--- config.mk ---
export PLATFORM = sky130hd
export DESIGN_NAME = ultrasound_scheduler_flat
export DESIGN_NICKNAME = d
export VERILOG_FILES = /design/src/rtl/ultrasound_scheduler_pkg.sv /design/src/rtl/ultrasound_scheduler_if.sv /design/src/rtl/ultrasound_scheduler_interval_timer.sv /design/src/rtl/ultrasound_scheduler.sv /design/src/flat_wrapper.sv
export SDC_FILE = /design/constraint.sdc
export NUM_CORES = 1
export LEC_CHECK = 0
export BUFFER_PORTS_ARGS = -buffer_cell sky130_fd_sc_hd__buf_2
export CORE_UTILIZATION = 59
export CTS_CLUSTER_DIAMETER = 30
export DETAILED_ROUTE_END_ITERATION = 7
export PLACE_DENSITY = 0.86
export REMOVE_ABC_BUFFERS = 1
export SYNTH_ARGS = -nofsm -noshare
export SYNTH_HDL_FRONTEND = slang
export SYNTH_SLANG_ARGS = --single-unit
export TNS_END_PERCENT = 10
--- constraint.sdc ---
create_clock -name clock -period 4.25 [get_ports clock]
set_input_delay 0.85 -clock clock [delete_from_list [all_inputs] [get_ports clock]]
set_output_delay 0.85 -clock clock [all_outputs]
set_load 0.02 [all_outputs]
--- src/rtl/ultrasound_scheduler_pkg.sv ---
// Shared definitions for the ultrasound scan scheduler and its consumers
// (main FSM, orientation and path math).
//   - us_state_e     : scheduler FSM states
//   - LOC_* params   : width and bit positions of the {theta, r} location word
//   - us_echo_t      : best-echo-so-far record
//   - pack_location  : builds the location word, zero when nothing was found
package ultrasound_pkg;

  localparam int LOC_R_W       = 8;
  localparam int LOC_THETA_W   = 4;
  localparam int LOC_W         = LOC_THETA_W + LOC_R_W;
  localparam int LOC_R_LSB     = 0;
  localparam int LOC_R_MSB     = LOC_R_LSB + LOC_R_W - 1;
  localparam int LOC_THETA_LSB = LOC_R_MSB + 1;
  localparam int LOC_THETA_MSB = LOC_THETA_LSB + LOC_THETA_W - 1;

  localparam int TIMER_W       = 32;
  localparam int MASK_W        = 16;

  typedef enum logic [2:0] {
    ST_IDLE,
    ST_SELECT,
    ST_SETTLE,
    ST_TRIGGER,
    ST_WAIT,
    ST_GUARD,
    ST_DONE
  } us_state_e;

  typedef struct packed {
    logic                   found;
    logic [LOC_THETA_W-1:0] theta;
    logic [LOC_R_W-1:0]     r;
  } us_echo_t;

  function automatic logic [LOC_W-1:0] pack_location(input us_echo_t e);
    logic [LOC_W-1:0] loc;
    loc = '0;
    if (e.found) begin
      loc[LOC_THETA_MSB:LOC_THETA_LSB] = e.theta;
      loc[LOC_R_MSB:LOC_R_LSB]         = e.r;
    end
    return loc;
  endfunction

endpackage

--- src/rtl/ultrasound_scheduler_if.sv ---
// Signal bundle between the scan scheduler, the main FSM and the ranging core.
//   slave  modport : the scheduler (answers run_ultrasound, drives the mux,
//                    trigger and the scan results)
//   master modport : the environment (main FSM + ranging core)
// Signals:
//   run_ultrasound  start request          ultrasound_done one-cycle completion
//   range_valid     echo pulse from core   range_value     echo range
//   sensor_select   transducer mux select  trigger         fire pulse to core
//   busy            scan in progress       rover_location  {theta, r}
//   target_found    any valid echo         timeout_mask    per-sensor timeouts
interface ultrasound_scheduler_if;
  import ultrasound_pkg::*;

  logic                   run_ultrasound;
  logic                   range_valid;
  logic [LOC_R_W-1:0]     range_value;
  logic [LOC_THETA_W-1:0] sensor_select;
  logic                   trigger;
  logic                   busy;
  logic                   ultrasound_done;
  logic [LOC_W-1:0]       rover_location;
  logic                   target_found;
  logic [MASK_W-1:0]      timeout_mask;

  modport slave (
    input  run_ultrasound, range_valid, range_value,
    output sensor_select, trigger, busy, ultrasound_done,
           rover_location, target_found, timeout_mask
  );

  modport master (
    output run_ultrasound, range_valid, range_value,
    input  sensor_select, trigger, busy, ultrasound_done,
           rover_location, target_found, timeout_mask
  );

endinterface

--- src/rtl/ultrasound_scheduler_interval_timer.sv ---
// Load / count-down / expire interval timer, shared by the settle, echo
// timeout and crosstalk guard intervals.
// Ports:
//   clock, reset  system clock, synchronous active-high reset
//   load_i        load load_val_i this cycle (takes effect next cycle)
//   load_val_i    interval length N; expire_o is high on the N-th cycle
//                 after the load, N=0 behaves as N=1
//   expire_o      interval elapsed (the last cycle of the interval)
module interval_timer
  import ultrasound_pkg::*;
(
  input  logic               clock,
  input  logic               reset,
  input  logic               load_i,
  input  logic [TIMER_W-1:0] load_val_i,
  output logic               expire_o
);

  logic [TIMER_W-1:0] count_q, count_d;

  always_comb begin
    count_d = count_q;
    if (load_i) begin
      count_d = (load_val_i == '0) ? TIMER_W'(1) : load_val_i;
    end else if (count_q != '0) begin
      count_d = count_q - TIMER_W'(1);
    end
  end

  always_ff @(posedge clock) begin
    if (reset) count_q <= '0;
    else       count_q <= count_d;
  end

  // The count reads N in the first cycle after the load, so it reaches 1
  // exactly on the N-th cycle.
  assign expire_o = (count_q == TIMER_W'(1));

endmodule

--- src/rtl/ultrasound_scheduler.sv ---
// Round-robin scan of up to 16 ultrasound transducers through one shared
// ranging core. Each run selects every sensor in turn, waits for the mux to
// settle, fires the core, waits for an echo (or times out), then holds a
// quiet guard gap. The nearest in-range echo is reported as {theta, r}.
// Ports:
//   clock, reset  system clock, synchronous active-high reset
//   bus (slave)   run/done handshake, ranging core signals, scan results
module ultrasound_scheduler
  import ultrasound_pkg::*;
#(
  parameter int unsigned        NUM_SENSORS    = 12,
  parameter int unsigned        SETTLE_CYCLES  = 27,
  parameter int unsigned        TIMEOUT_CYCLES = 1350000,
  parameter int unsigned        GUARD_CYCLES   = 270000,
  parameter logic [LOC_R_W-1:0] MIN_RANGE      = 8'd1,
  parameter logic [LOC_R_W-1:0] MAX_RANGE      = 8'd240
) (
  input  logic                   clock,
  input  logic                   reset,
  ultrasound_scheduler_if.slave  bus
);

  us_state_e              state_q, state_d;
  logic [LOC_THETA_W-1:0] idx_q, idx_d;
  us_echo_t               scratch_q, scratch_d;
  logic [MASK_W-1:0]      mask_q, mask_d;

  logic [LOC_THETA_W-1:0] sel_q, sel_d;
  logic                   trig_q, trig_d;
  logic                   busy_q, busy_d;
  logic                   done_q, done_d;
  logic [LOC_W-1:0]       loc_q, loc_d;
  logic                   found_q, found_d;
  logic [MASK_W-1:0]      tmask_q, tmask_d;

  logic                   timer_load;
  logic [TIMER_W-1:0]     timer_val;
  logic                   timer_expire;

  logic                   echo_in_range;
  logic                   last_sensor;
  logic                   scan_end;

  interval_timer u_timer (
    .clock      (clock),
    .reset      (reset),
    .load_i     (timer_load),
    .load_val_i (timer_val),
    .expire_o   (timer_expire)
  );

  assign echo_in_range = (bus.range_value >= MIN_RANGE) &&
                         (bus.range_value <= MAX_RANGE);
  assign last_sensor   = (32'(idx_q) >= NUM_SENSORS - 32'd1);

  always_comb begin
    state_d    = state_q;
    idx_d      = idx_q;
    scratch_d  = scratch_q;
    mask_d     = mask_q;
    timer_load = 1'b0;
    timer_val  = '0;
    scan_end   = 1'b0;

    unique case (state_q)
      ST_IDLE: begin
        if (bus.run_ultrasound) begin
          scratch_d.found = 1'b0;
          scratch_d.theta = '0;
          scratch_d.r     = 8'hFF;
          mask_d          = '0;
          idx_d           = '0;
          state_d         = ST_SELECT;
        end
      end
      ST_SELECT: begin
        timer_load = 1'b1;
        timer_val  = TIMER_W'(SETTLE_CYCLES);
        state_d    = ST_SETTLE;
      end
      ST_SETTLE: begin
        if (timer_expire) state_d = ST_TRIGGER;
      end
      ST_TRIGGER: begin
        timer_load = 1'b1;
        timer_val  = TIMER_W'(TIMEOUT_CYCLES);
        state_d    = ST_WAIT;
      end
      ST_WAIT: begin
        // An echo on the expiry cycle still counts as an echo, so
        // range_valid is tested before the timeout.
        if (bus.range_valid) begin
          // Strict less-than keeps the lowest index on equal ranges.
          if (echo_in_range &&
              (!scratch_q.found || (bus.range_value < scratch_q.r))) begin
            scratch_d.found = 1'b1;
            scratch_d.theta = idx_q;
            scratch_d.r     = bus.range_value;
          end
          timer_load = 1'b1;
          timer_val  = TIMER_W'(GUARD_CYCLES);
          state_d    = ST_GUARD;
        end else if (timer_expire) begin
          mask_d[idx_q] = 1'b1;
          timer_load    = 1'b1;
          timer_val     = TIMER_W'(GUARD_CYCLES);
          state_d       = ST_GUARD;
        end
      end
      ST_GUARD: begin
        if (timer_expire) begin
          if (last_sensor) begin
            scan_end = 1'b1;
            state_d  = ST_DONE;
          end else begin
            idx_d   = idx_q + 4'd1;
            state_d = ST_SELECT;
          end
        end
      end
      ST_DONE: begin
        state_d = ST_IDLE;
      end
      default: begin
        state_d = ST_IDLE;
      end
    endcase
  end

  // Outputs are registered from the next-state decode so each one is valid
  // in the same cycle as the state it belongs to.
  always_comb begin
    sel_d   = sel_q;
    loc_d   = loc_q;
    found_d = found_q;
    tmask_d = tmask_q;
    trig_d  = (state_d == ST_TRIGGER);
    busy_d  = (state_d != ST_IDLE);
    done_d  = scan_end;
    if (state_d == ST_SELECT) sel_d = idx_d;
    if (scan_end) begin
      loc_d   = pack_location(scratch_q);
      found_d = scratch_q.found;
      tmask_d = mask_q;
    end
  end

  always_ff @(posedge clock) begin
    if (reset) begin
      state_q <= ST_IDLE;
      idx_q   <= '0;
      sel_q   <= '0;
      trig_q  <= 1'b0;
      busy_q  <= 1'b0;
      done_q  <= 1'b0;
      loc_q   <= '0;
      found_q <= 1'b0;
      tmask_q <= '0;
    end else begin
      state_q <= state_d;
      idx_q   <= idx_d;
      sel_q   <= sel_d;
      trig_q  <= trig_d;
      busy_q  <= busy_d;
      done_q  <= done_d;
      loc_q   <= loc_d;
      found_q <= found_d;
      tmask_q <= tmask_d;
    end
  end

  // Scan scratch is always initialised on an accepted start, so it carries
  // no reset.
  always_ff @(posedge clock) begin
    scratch_q <= scratch_d;
    mask_q    <= mask_d;
  end

  assign bus.sensor_select   = sel_q;
  assign bus.trigger         = trig_q;
  assign bus.busy            = busy_q;
  assign bus.ultrasound_done = done_q;
  assign bus.rover_location  = loc_q;
  assign bus.target_found    = found_q;
  assign bus.timeout_mask    = tmask_q;

endmodule
--- src/flat_wrapper.sv ---
// flat-port wrapper written by rule: the top's interface ports become plain ports
module ultrasound_scheduler_flat import ultrasound_pkg::*;
#(
  parameter int unsigned        NUM_SENSORS    = 12,
  parameter int unsigned        SETTLE_CYCLES  = 27,
  parameter int unsigned        TIMEOUT_CYCLES = 1350000,
  parameter int unsigned        GUARD_CYCLES   = 270000,
  parameter logic [LOC_R_W-1:0] MIN_RANGE      = 8'd1,
  parameter logic [LOC_R_W-1:0] MAX_RANGE      = 8'd240
)
  (clock, reset, bus_run_ultrasound, bus_range_valid, bus_range_value, bus_sensor_select, bus_trigger, bus_busy, bus_ultrasound_done, bus_rover_location, bus_target_found, bus_timeout_mask);
  ultrasound_scheduler_if bus_i ();
  input  logic clock;
  input  logic reset;
  input wire logic [$bits(bus_i.run_ultrasound)-1:0] bus_run_ultrasound;
  input wire logic [$bits(bus_i.range_valid)-1:0] bus_range_valid;
  input wire logic [$bits(bus_i.range_value)-1:0] bus_range_value;
  output wire logic [$bits(bus_i.sensor_select)-1:0] bus_sensor_select;
  output wire logic [$bits(bus_i.trigger)-1:0] bus_trigger;
  output wire logic [$bits(bus_i.busy)-1:0] bus_busy;
  output wire logic [$bits(bus_i.ultrasound_done)-1:0] bus_ultrasound_done;
  output wire logic [$bits(bus_i.rover_location)-1:0] bus_rover_location;
  output wire logic [$bits(bus_i.target_found)-1:0] bus_target_found;
  output wire logic [$bits(bus_i.timeout_mask)-1:0] bus_timeout_mask;
  assign bus_i.run_ultrasound = bus_run_ultrasound;
  assign bus_i.range_valid = bus_range_valid;
  assign bus_i.range_value = bus_range_value;
  assign bus_sensor_select = bus_i.sensor_select;
  assign bus_trigger = bus_i.trigger;
  assign bus_busy = bus_i.busy;
  assign bus_ultrasound_done = bus_i.ultrasound_done;
  assign bus_rover_location = bus_i.rover_location;
  assign bus_target_found = bus_i.target_found;
  assign bus_timeout_mask = bus_i.timeout_mask;
  ultrasound_scheduler #(.NUM_SENSORS(NUM_SENSORS), .SETTLE_CYCLES(SETTLE_CYCLES), .TIMEOUT_CYCLES(TIMEOUT_CYCLES), .GUARD_CYCLES(GUARD_CYCLES), .MIN_RANGE(MIN_RANGE), .MAX_RANGE(MAX_RANGE)) u_core (.clock(clock), .reset(reset), .bus(bus_i));
endmodule
==> results_dict.tcl, run 1 <==
set metrics [dict create \
    period_minus_slack_ns 3.18 \
    rsz0062_at_grt "false" \
    drc_errors 0 \
    antenna_found_initial 0 \
    routed-via-count 3917 \
    min_path_type "reg2reg" \
    crit_required_ns 4.49 \
    path_class "reg2reg" \
    dpl_cell_area_sq_um 5070 \
    p_total_mw 3.27 \
    fp.dieW_um 92.1 \
    synth-seq-area-share_pct 49.6 \
    cpMaxStageDelayCell "nand2_1" \
    dieArea_sq_um 8470 \
    synth_area_sq_um 4780 \
    firstDrtPassIters 5 \
    wl_met1_mm 4.49 \
    cp.arrival_ns 3.42 \
    grt_pass1_vias 3844 \
    crit_fanout 30 \
    dp_worst_setup_slack_ns 1.02 \
    final_cell_mix "75 x dfxtp_1, 74 x nand2_1, 62 x nor2_1" \
    fmax_mhz 314 \
    synth_area_leader_cell "dfxtp_1" \
    wire_per_inst_um 15.3 \
    io_buffers 47 \
    r2r_start "u_core.u_timer.count_q[27]" \
    rows 32 \
    cts_tree "built" \
    clk_pin_slew_ns 0.10 \
    r2r-end "u_core.bus.rover_location[1]" \
    drt.antenna.violating_nets 0 \
    power_density_nw_per_um2 619 \
    cp_cell_sequence "or4_4 > or4_4 > nor4_4 > and3_1 > nand2_1 > nand2_1 > a21oi_1" \
    synth_top_area_share_pct 31.4 \
    relSlewSlack_pct 25.6 \
    grt.total_usage_pct 25.5 \
    slowest_delay_ns 0.61 \
    core-area_sq_um 7770 \
    cts_setup_buffers 0 \
    r2r_slack_ns 1.07 \
    cts_buffers 9 \
    slew_violations 0 \
    clk_latency_ns 0.38 \
    hold_depth 2 \
    cts_resized 0 \
    setup_viol 0 \
    finalNetCount 590 \
    power.leakage_nw 2.04 \
    synth_cells 528 \
    worst_slack_ns 1.07 \
    detailed_place_hpwl_mm 7.09 \
    ctsRootBufferMaster "clkbuf_8" \
    cp_top_family "simple AND/OR/NAND/NOR gates" \
    routed-wl-met2_mm 5.07 \
    viasPerCell 5.84 \
    start_util_pct 61.6 \
    ff2ff_path_depth 7 \
    syn_area_per_cell_sq_um 9.06 \
    grt_max_degree 31 \
    h-tree-depth 3 \
    critPathLaunchType "flip-flop" \
    intPower_mw 1.98 \
    combPwrFrac_pct 38.9 \
    drive_gt1_share_pct 14.8 \
    wirelength_mm 10.3 \
    tightest_slew_ns 1.11 \
    die_y_um 92.1 \
    timing.critical_path.buf_inv 0 \
    switchingPower_mw 1.29 \
    fin_util_pct 68.0 \
    synthFlopType "dfxtp_1" \
    cp-end-kind "flip-flop" \
    area_growth_pct 10.4 \
    maxCapViolations 0 \
    clkPwrFrac_pct 20.0 \
    final_common_cell "dfxtp_1" \
    hp-start "u_core.bus.timeout_mask[14]" \
    hold_viol 0 \
    ys_seq_elements 104 \
    holdPathEnd "u_core.bus.timeout_mask[14]" \
    place.gp.congestion 0.943 \
    grt-ovfl-total 0 \
    routed.top_layer "met4" \
    synth.area.top_cells "dfxtp_1 31%, edfxtp_1 18%, a21oi_1 6.3%, nand2_1 5.8%, nor2_1 4.9%" \
    fin_setup_tns_ns 0 \
    stdcell_count 671 \
    drt_iter0_markers 226 \
    cts_buffer_depth 2 \
    seq_power_share_pct 41.0 \
    grt_pass1_wl_mm 17.2 \
    pin_count 48 \
    timing.hold.ws_ns 0.451 \
    wl_met3_um 492 \
    async_flop_share_pct 0 \
    status "finished, final reports clean" \
    fin_area_sq_um 5280 \
    cts_sinks 104 \
    timing.critical_path.from "u_core.u_timer.count_q[27]" \
    switching_share_pct 39.4 \
    ys_types 52 \
    antennaDiodeCount 0 \
    synth_edf_count 29 \
    peakVddDrop_uv 529 \
    yosysWarnings 0 \
    hold_buffers 0 \
    post-place-cells 655 \
    skew_ns 0.0104 \
    post-route-period-util_pct 74.9 \
]
==> registers in the layout, indices dropped and copies added (netlist names) <==
register and flops:
u_core.bus.rover_location 12, u_core.bus.timeout_mask 16, u_core.idx_q 4, u_core.bus.sensor_select 4, u_core.bus.busy 1, u_core.bus.ultrasound_done 1
u_core.bus.target_found 1, u_core.mask_q 16, u_core.u_timer.count_q 32, u_core.state_q 3, u_core.bus.trigger 1, u_core.scratch_q 13
==> power by group through the flow <==
stage | clock network, mW | logic [mW] | registers (mW)
3_5_place_dp | 0 | 1.26 | 1.36
5_1_grt | 0.695 | 1.40 | 1.36
4_1_cts | 0.660 | 1.26 | 1.34
2_1_floorplan | 0 | 1.02 | 1.33
6_report | 0.656 | 1.27 | 1.34
3_3_place_gp | 0 | 1.20 | 1.35
==> tightest hold or removal path, cell delays in order, from the launching register on <==
cell     delay, ns
dfxtp_1       0.32
nand2_1       0.05
a21oi_1       0.05
==> per-layer routing <==
metal	vias up	GRT usage (%)
met1	1853	30.7
met2	131	44.4
met4	0	12.2
met5	-	0
met3	20	4.15
li1	1913	-
==> cells by family after synthesis <==
logic type / synth area share, %
AND/OR/NAND/NOR: 25.0
adder cells (fa/ha/maj): 3.66
AO/OA/AOI/OAI: 13.2
buffers and inverters: 3.79
flip-flops: 49.6
XOR/XNOR: 4.76
==> final cells by class <==
type,count,area (sq um)
Clock inverter,6,76.3
Sequential cell,104,2370
Tap cell,102,128
Inverter,16,60.1
Clock buffer,10,138
Fill cell,616,2490
Multi-Input combinational cell,382,2240
Timing Repair Buffer,51,265
==> worst max path at each step <==
stage	end	slack, ns	depth (start not counted)
CTS	u_core.bus.rover_location[1]	1.05	7
floorplan	u_core.bus.rover_location[0]	0.87	6
global placement	u_core.scratch_q[10]	1.13	8
global route	u_core.bus.timeout_mask[7]	0.81	7
finish	u_core.bus.rover_location[1]	1.07	7
detailed placement	u_core.scratch_q[9]	1.02	8
==> Yosys cell counts (5+ instances only) <==
| library cell | instances |
|---|---|
| nor4_1 | 10 |
| nand2_1 | 74 |
| nand3_1 | 21 |
| a31oi_1 | 6 |
| and3_1 | 5 |
| o21ai_0 | 8 |
| o22ai_1 | 5 |
| nand2b_1 | 15 |
| nand3b_1 | 5 |
| o21a_1 | 5 |
| nor2b_1 | 7 |
| xor2_1 | 14 |
| dfxtp_1 | 75 |
| inv_1 | 16 |
| nor3_1 | 7 |
| clkbuf_1 | 21 |
| ha_1 | 14 |
| edfxtp_1 | 29 |
| nor2_1 | 62 |
| o31ai_1 | 5 |
| xnor2_1 | 12 |
| a21oi_1 | 60 |
No activity file was read; power rests on OpenSTA's default activity.
==> run 2, diff against run 1 <==
--- a/config.mk
+++ b/config.mk
@@ -6,10 +6,10 @@
 export NUM_CORES = 1
 export LEC_CHECK = 0
 export BUFFER_PORTS_ARGS = -buffer_cell sky130_fd_sc_hd__buf_2
-export CORE_UTILIZATION = 59
+export CORE_UTILIZATION = 53
 export CTS_CLUSTER_DIAMETER = 30
 export DETAILED_ROUTE_END_ITERATION = 7
-export PLACE_DENSITY = 0.86
+export PLACE_DENSITY = 0.82
 export REMOVE_ABC_BUFFERS = 1
 export SYNTH_ARGS = -nofsm -noshare
 export SYNTH_HDL_FRONTEND = slang
==> constraint.sdc (replaced) <==
create_clock -name clock -period 2.6 [get_ports clock]
set_input_delay 0.52 -clock clock [delete_from_list [all_inputs] [get_ports clock]]
set_output_delay 0.52 -clock clock [all_outputs]
set_load 0.02 [all_outputs]
==> run 2 against run 1 <==
  * Hold slack worse by 0.012 ns
  * Clock power up 45%
  * Via count increased by 1.8%
  * Cell area up 4.1%
  * Sequential power increased by 63%
  * Combinational power grew 96%
  * Die area grew 11%
  * Largest power group is now combinational cells
  * Sequential share of layout area fell by 1.8 points
  * Clock-buffer cell count decreased by 1
  * Power increased by 72%
==> results_dict.tcl, run 2 (synthesized netlist as in run 1, its figures left out) <==
set metrics [dict create \
    rsz0062_at_grt "true" \
    skew_ns 0.0165 \
    status "finished, final reports clean" \
    cp-end-kind "flip-flop" \
    ctsRootBufferMaster "clkbuf_8" \
    ff2ff_path_depth 6 \
    regArea_sq_um 2370 \
    multi_input_area_sq_um 2260 \
    final_common_cell "dfxtp_1" \
    detailed_place_hpwl_mm 7.24 \
    post-route-period-util_pct 97.5 \
    hp-start "bus_range_value[0]" \
    drive_gt1_share_pct 18.7 \
    drt_iter0_markers 315 \
    slew_violations 0 \
    rows 34 \
    r2r_start "u_core.u_timer.count_q[27]" \
    clk_latency_ns 0.37 \
    finalNetCount 614 \
    routed-via-count 3986 \
    grt-ovfl-total 0 \
    critPathLaunchType "flip-flop" \
    peakVddDrop_uv 1010 \
    die_y_um 97.0 \
    fin_util_pct 63.0 \
    timing.critical_path.from "u_core.u_timer.count_q[27]" \
    firstDrtPassIters 5 \
    dieArea_sq_um 9410 \
    wire_per_inst_um 14.5 \
    drt.antenna.violating_nets 0 \
    crit_fanout 7 \
    setup_viol 0 \
    tightest_slew_ns 0.523 \
    pin_count 48 \
    hold_depth 2 \
    hold_buffers 0 \
    wirelength_mm 10.2 \
    fp.dieW_um 97.0 \
    num-fill-cells 703 \
    grt_max_degree 31 \
    fmax_mhz 395 \
    grt_pass1_vias 3750 \
    cts_buffers 9 \
    drc_errors 0 \
    antenna_found_initial 0 \
    dp_worst_setup_slack_ns -0.0104 \
    post-place-cells 684 \
    crit_required_ns 2.83 \
    largest_reg_flops 32 \
    dpl_cell_area_sq_um 5280 \
    h-tree-depth 3 \
    io_buffers 47 \
    period_minus_slack_ns 2.53 \
    hold_viol 0 \
    fin_area_sq_um 5500 \
    final_cell_mix "75 x dfxtp_1, 74 x nand2_1, 62 x nor2_1" \
    power.leakage_nw 2.16 \
    p_total_mw 5.63 \
    largest-register "u_core.u_timer.count_q" \
    grt.total_usage_pct 22.2 \
    cp.arrival_ns 2.77 \
    relSlewSlack_pct 64.9 \
    min_path_type "in2reg" \
    path_class "reg2reg" \
    grt_pass1_wl_mm 17.1 \
    antennaDiodeCount 0 \
    cts_tree "built" \
    area_growth_pct 14.9 \
    core-area_sq_um 8720 \
    place.gp.congestion 0.860 \
    cts_buffer_depth 2 \
    power_density_nw_per_um2 1020 \
    start_util_pct 54.9 \
    clk_pin_slew_ns 0.11 \
    cts_sinks 104 \
    viasPerCell 5.69 \
    stdcell_count 701 \
    r2r_slack_ns 0.07 \
    worst_slack_ns 0.0659 \
    maxCapViolations 0 \
]
[run 2: cell count changes in the layout (fill, tap and decap cells not counted), sizes merged]
cell | before | now
buf | 51 | 75
clkinv | 1 | 4
bufinv | 1 | 0
clkbuf | 10 | 9
clkinvlp | 2 | 1
[run 2: area by class of cell]
cell class,count,share of cell area [%]
multi-input combinational,382,41.1
clock inverter,7,1.21
clock buffer,9,2.25
sequential,104,43.1
inverter,16,1.09
tap,108,2.46
timing repair buffer,75,8.78
[run 2: final timing paths]
kind / to
min reg2reg: u_core.bus.timeout_mask[15]
min: u_core.scratch_q[0]
max: u_core.u_timer.count_q[18]
max reg2reg: u_core.u_timer.count_q[18]
[run 2: per-stage QoR]
step | hold slack, ns | TNS, ns
after floorplan | 0.480 | -31.03
after global placement | 0.435 | 0
after detailed placement | 0.441 | -0.0130
after CTS | 0.415 | 0
after global routing | 0.443 | -0.0764
final | 0.439 | 0
[run 2: routing by layer]
layer  vias up  track usage [%]  wire (um)  part of all wire [%]
met5         -                0          0                     0
met4         0             7.00        160                   1.6
met3        15             3.90        617                   6.1
met2       140             39.2       5030                    49
met1      1864             27.6       4370                    43
li1       1967                -          -                     -
[run 2: repair_timing]
item,in CTS,in global routing
setup endpoints to repair,4,20
setup buffers,0,1
gates resized for setup,1,2
pin swaps,2,3
[run 2: worst max-delay path, stage by stage (launching register included)]
cell,delay [ns]
dfxtp_1,0.32
or4_4,0.55
or4_4,0.48
nor4_4,0.38
o211ai_1,0.26
nand2b_1,0.31
a211oi_1,0.11
[run 2: power breakdown]
part | switching, mW | total, mW | internal (mW)
Sequential | 0.254 | 2.18 | 1.93
Clock | 0.584 | 0.952 | 0.368
Combinational | 1.37 | 2.49 | 1.12
==> run 3, diff against run 2 <==
--- a/config.mk
+++ b/config.mk
@@ -5,7 +5,7 @@
 export SDC_FILE = /design/constraint.sdc
 export NUM_CORES = 1
 export LEC_CHECK = 0
-export BUFFER_PORTS_ARGS = -buffer_cell sky130_fd_sc_hd__buf_2
+export BUFFER_PORTS_ARGS = -buffer_cell sky130_fd_sc_hd__clkbuf_2
 export CORE_UTILIZATION = 53
 export CTS_CLUSTER_DIAMETER = 30
 export DETAILED_ROUTE_END_ITERATION = 7
==> run 3 against run 2 <==
  * Power up 4.9%
  * Clock power grew 12%
  * Hold slack improved by 0.00078 ns
  * Combinational power up 6%
  * Clock-buffer cell count rose by 2
  * Critical path depth up 2
  * Sequential share of layout area down 0.64 points
  * Critical path type unchanged
  * Highest routed layer unchanged
==> results_dict.tcl, run 3 (synthesized netlist as in run 1, its figures left out) <==
set metrics [dict create \
    detailed_place_hpwl_mm 7.44 \
    period_minus_slack_ns 2.53 \
    worst_slack_ns 0.0738 \
    switching_share_pct 37.6 \
    clk_pin_slew_ns 0.11 \
    antenna_found_initial 0 \
    cp-end-kind "flip-flop" \
    wirelength_mm 10.5 \
    tightest_slew_ns 0.681 \
    clk_latency_ns 0.37 \
    path_class "reg2reg" \
    rsz0062_at_grt "true" \
    drc_errors 0 \
    largest_reg_flops 32 \
    rows 34 \
    intPower_mw 3.68 \
    switchingPower_mw 2.22 \
    cpMaxStageDelayCell "or4_4" \
    cp_cell_sequence "or4_4 > or4_4 > nor4_4 > a31oi_2 > a21oi_2 > buf_4 > o21ai_0 > a21oi_1" \
    dpl_cell_area_sq_um 5320 \
    hold_viol 0 \
    hp-start "bus_range_value[0]" \
    core-area_sq_um 8720 \
    fmax_mhz 396 \
    cts_buffers 9 \
    seq_power_share_pct 37.0 \
    start_util_pct 54.9 \
    drive_gt1_share_pct 19.9 \
    cts_sinks 104 \
    status "finished, final reports clean" \
    setup_viol 0 \
    slowest_delay_ns 0.53 \
    r2r_slack_ns 0.07 \
    grt_pass1_wl_mm 17.8 \
    post-route-period-util_pct 97.2 \
    clkPwrFrac_pct 18.1 \
    fin_area_sq_um 5580 \
    die_y_um 97.0 \
    min_path_type "in2reg" \
    peakVddDrop_uv 1160 \
    critPathLaunchType "flip-flop" \
    pin_count 48 \
    grtUsageMet2_pct 41.3 \
    viasPerCell 5.72 \
    cp.arrival_ns 2.82 \
    met1_usage_pct 28.3 \
    wire_per_inst_um 14.9 \
    dieArea_sq_um 9410 \
    drt_iter0_markers 312 \
    crit_required_ns 2.89 \
    final_cell_mix "74 x nand2_1, 74 x dfxtp_1, 61 x nor2_1" \
    crit_path_frequent_cell "or4_4" \
    fp.dieW_um 97.0 \
    grt.total_usage_pct 23.0 \
    busiest_layer "met2" \
    io_buffers 47 \
    area_growth_pct 16.7 \
    firstDrtPassIters 5 \
    grtUsageMet3_pct 3.32 \
    relSlewSlack_pct 54.6 \
    power.leakage_nw 2.20 \
    ctsRootBufferMaster "clkbuf_8" \
    grt_pass1_vias 3849 \
    finalNetCount 619 \
    maxCapViolations 0 \
    timing.hold.ws_ns 0.440 \
    power_density_nw_per_um2 1060 \
    antennaDiodeCount 0 \
    grt_max_degree 31 \
    drt.antenna.violating_nets 0 \
    skew_ns 0.0133 \
    grt-ovfl-total 0 \
    dp_worst_setup_slack_ns -0.0383 \
    place.gp.congestion 0.861 \
    cts_buffer_depth 2 \
    largest-register "u_core.u_timer.count_q" \
    fin_setup_tns_ns 0 \
    timing.critical_path.from "u_core.u_timer.count_q[27]" \
    crit_fanout 5 \
    combPwrFrac_pct 44.9 \
    r2r_start "u_core.u_timer.count_q[27]" \
    h-tree-depth 3 \
    routed-via-count 4037 \
    cts_tree "built" \
    slew_violations 0 \
]
[run 3: final cells by class]
cell class | count | area, sq um
Multi-Input combinational cell | 382 | 2280
Clock inverter | 5 | 61.3
Timing Repair Buffer | 80 | 524
Fill cell | 705 | 3140
Inverter | 16 | 60.1
Clock buffer | 11 | 153
Sequential cell | 104 | 2370
Tap cell | 108 | 135
[run 3: path summary, 6_finish.rpt]
check	to	cells past startpoint
worst min register to register	u_core.bus.timeout_mask[15]	2
worst min-delay path	u_core.scratch_q[0]	2
worst max-delay path	u_core.bus.sensor_select[3]	8
worst max register to register	u_core.bus.sensor_select[3]	8
[run 3: routing by layer]
metal	vias up	wire length [um]
li1	1983	-
met1	1909	4480
met2	133	5340
met3	12	567
met4	0	135
met5	-	0
[run 3: metrics by stage]
step           total power, mW  utilization (%)  instances
3_5_place_dp              4.73             61.0        689
4_1_cts                   5.82             63.5        705
6_report                  5.90             64.0        706
3_3_place_gp              4.65             61.0        689
2_1_floorplan             3.84                -        502
5_1_grt                   6.25             64.0        706
[run 3: power groups by stage]
stage	clock (mW)	sequential, mW	combinational (mW)
5_1_grt	1.14	2.22	2.89
3_5_place_dp	0	2.21	2.52
6_report	1.07	2.19	2.65
4_1_cts	1.08	2.17	2.57
3_3_place_gp	0	2.19	2.45
2_1_floorplan	0	2.17	1.67
[run 3: repair_timing]
item | in CTS | in global routing
endpoints found under the setup margin | 6 | 26
hold buffers | 0 | 0
pin swaps | 3 | 2
endpoints found under the hold margin | 0 | 0
gates resized for setup | 1 | 9
buffers inserted | 0 | 1
[run 3: worst max-delay path: cells and delay by family (launching register included)]
family / cells / cell delay [ns]
flops: 1 / 0.33
buf+inv: 1 / 0.18
simple gates: 3 / 1.28
compound gates: 4 / 0.67
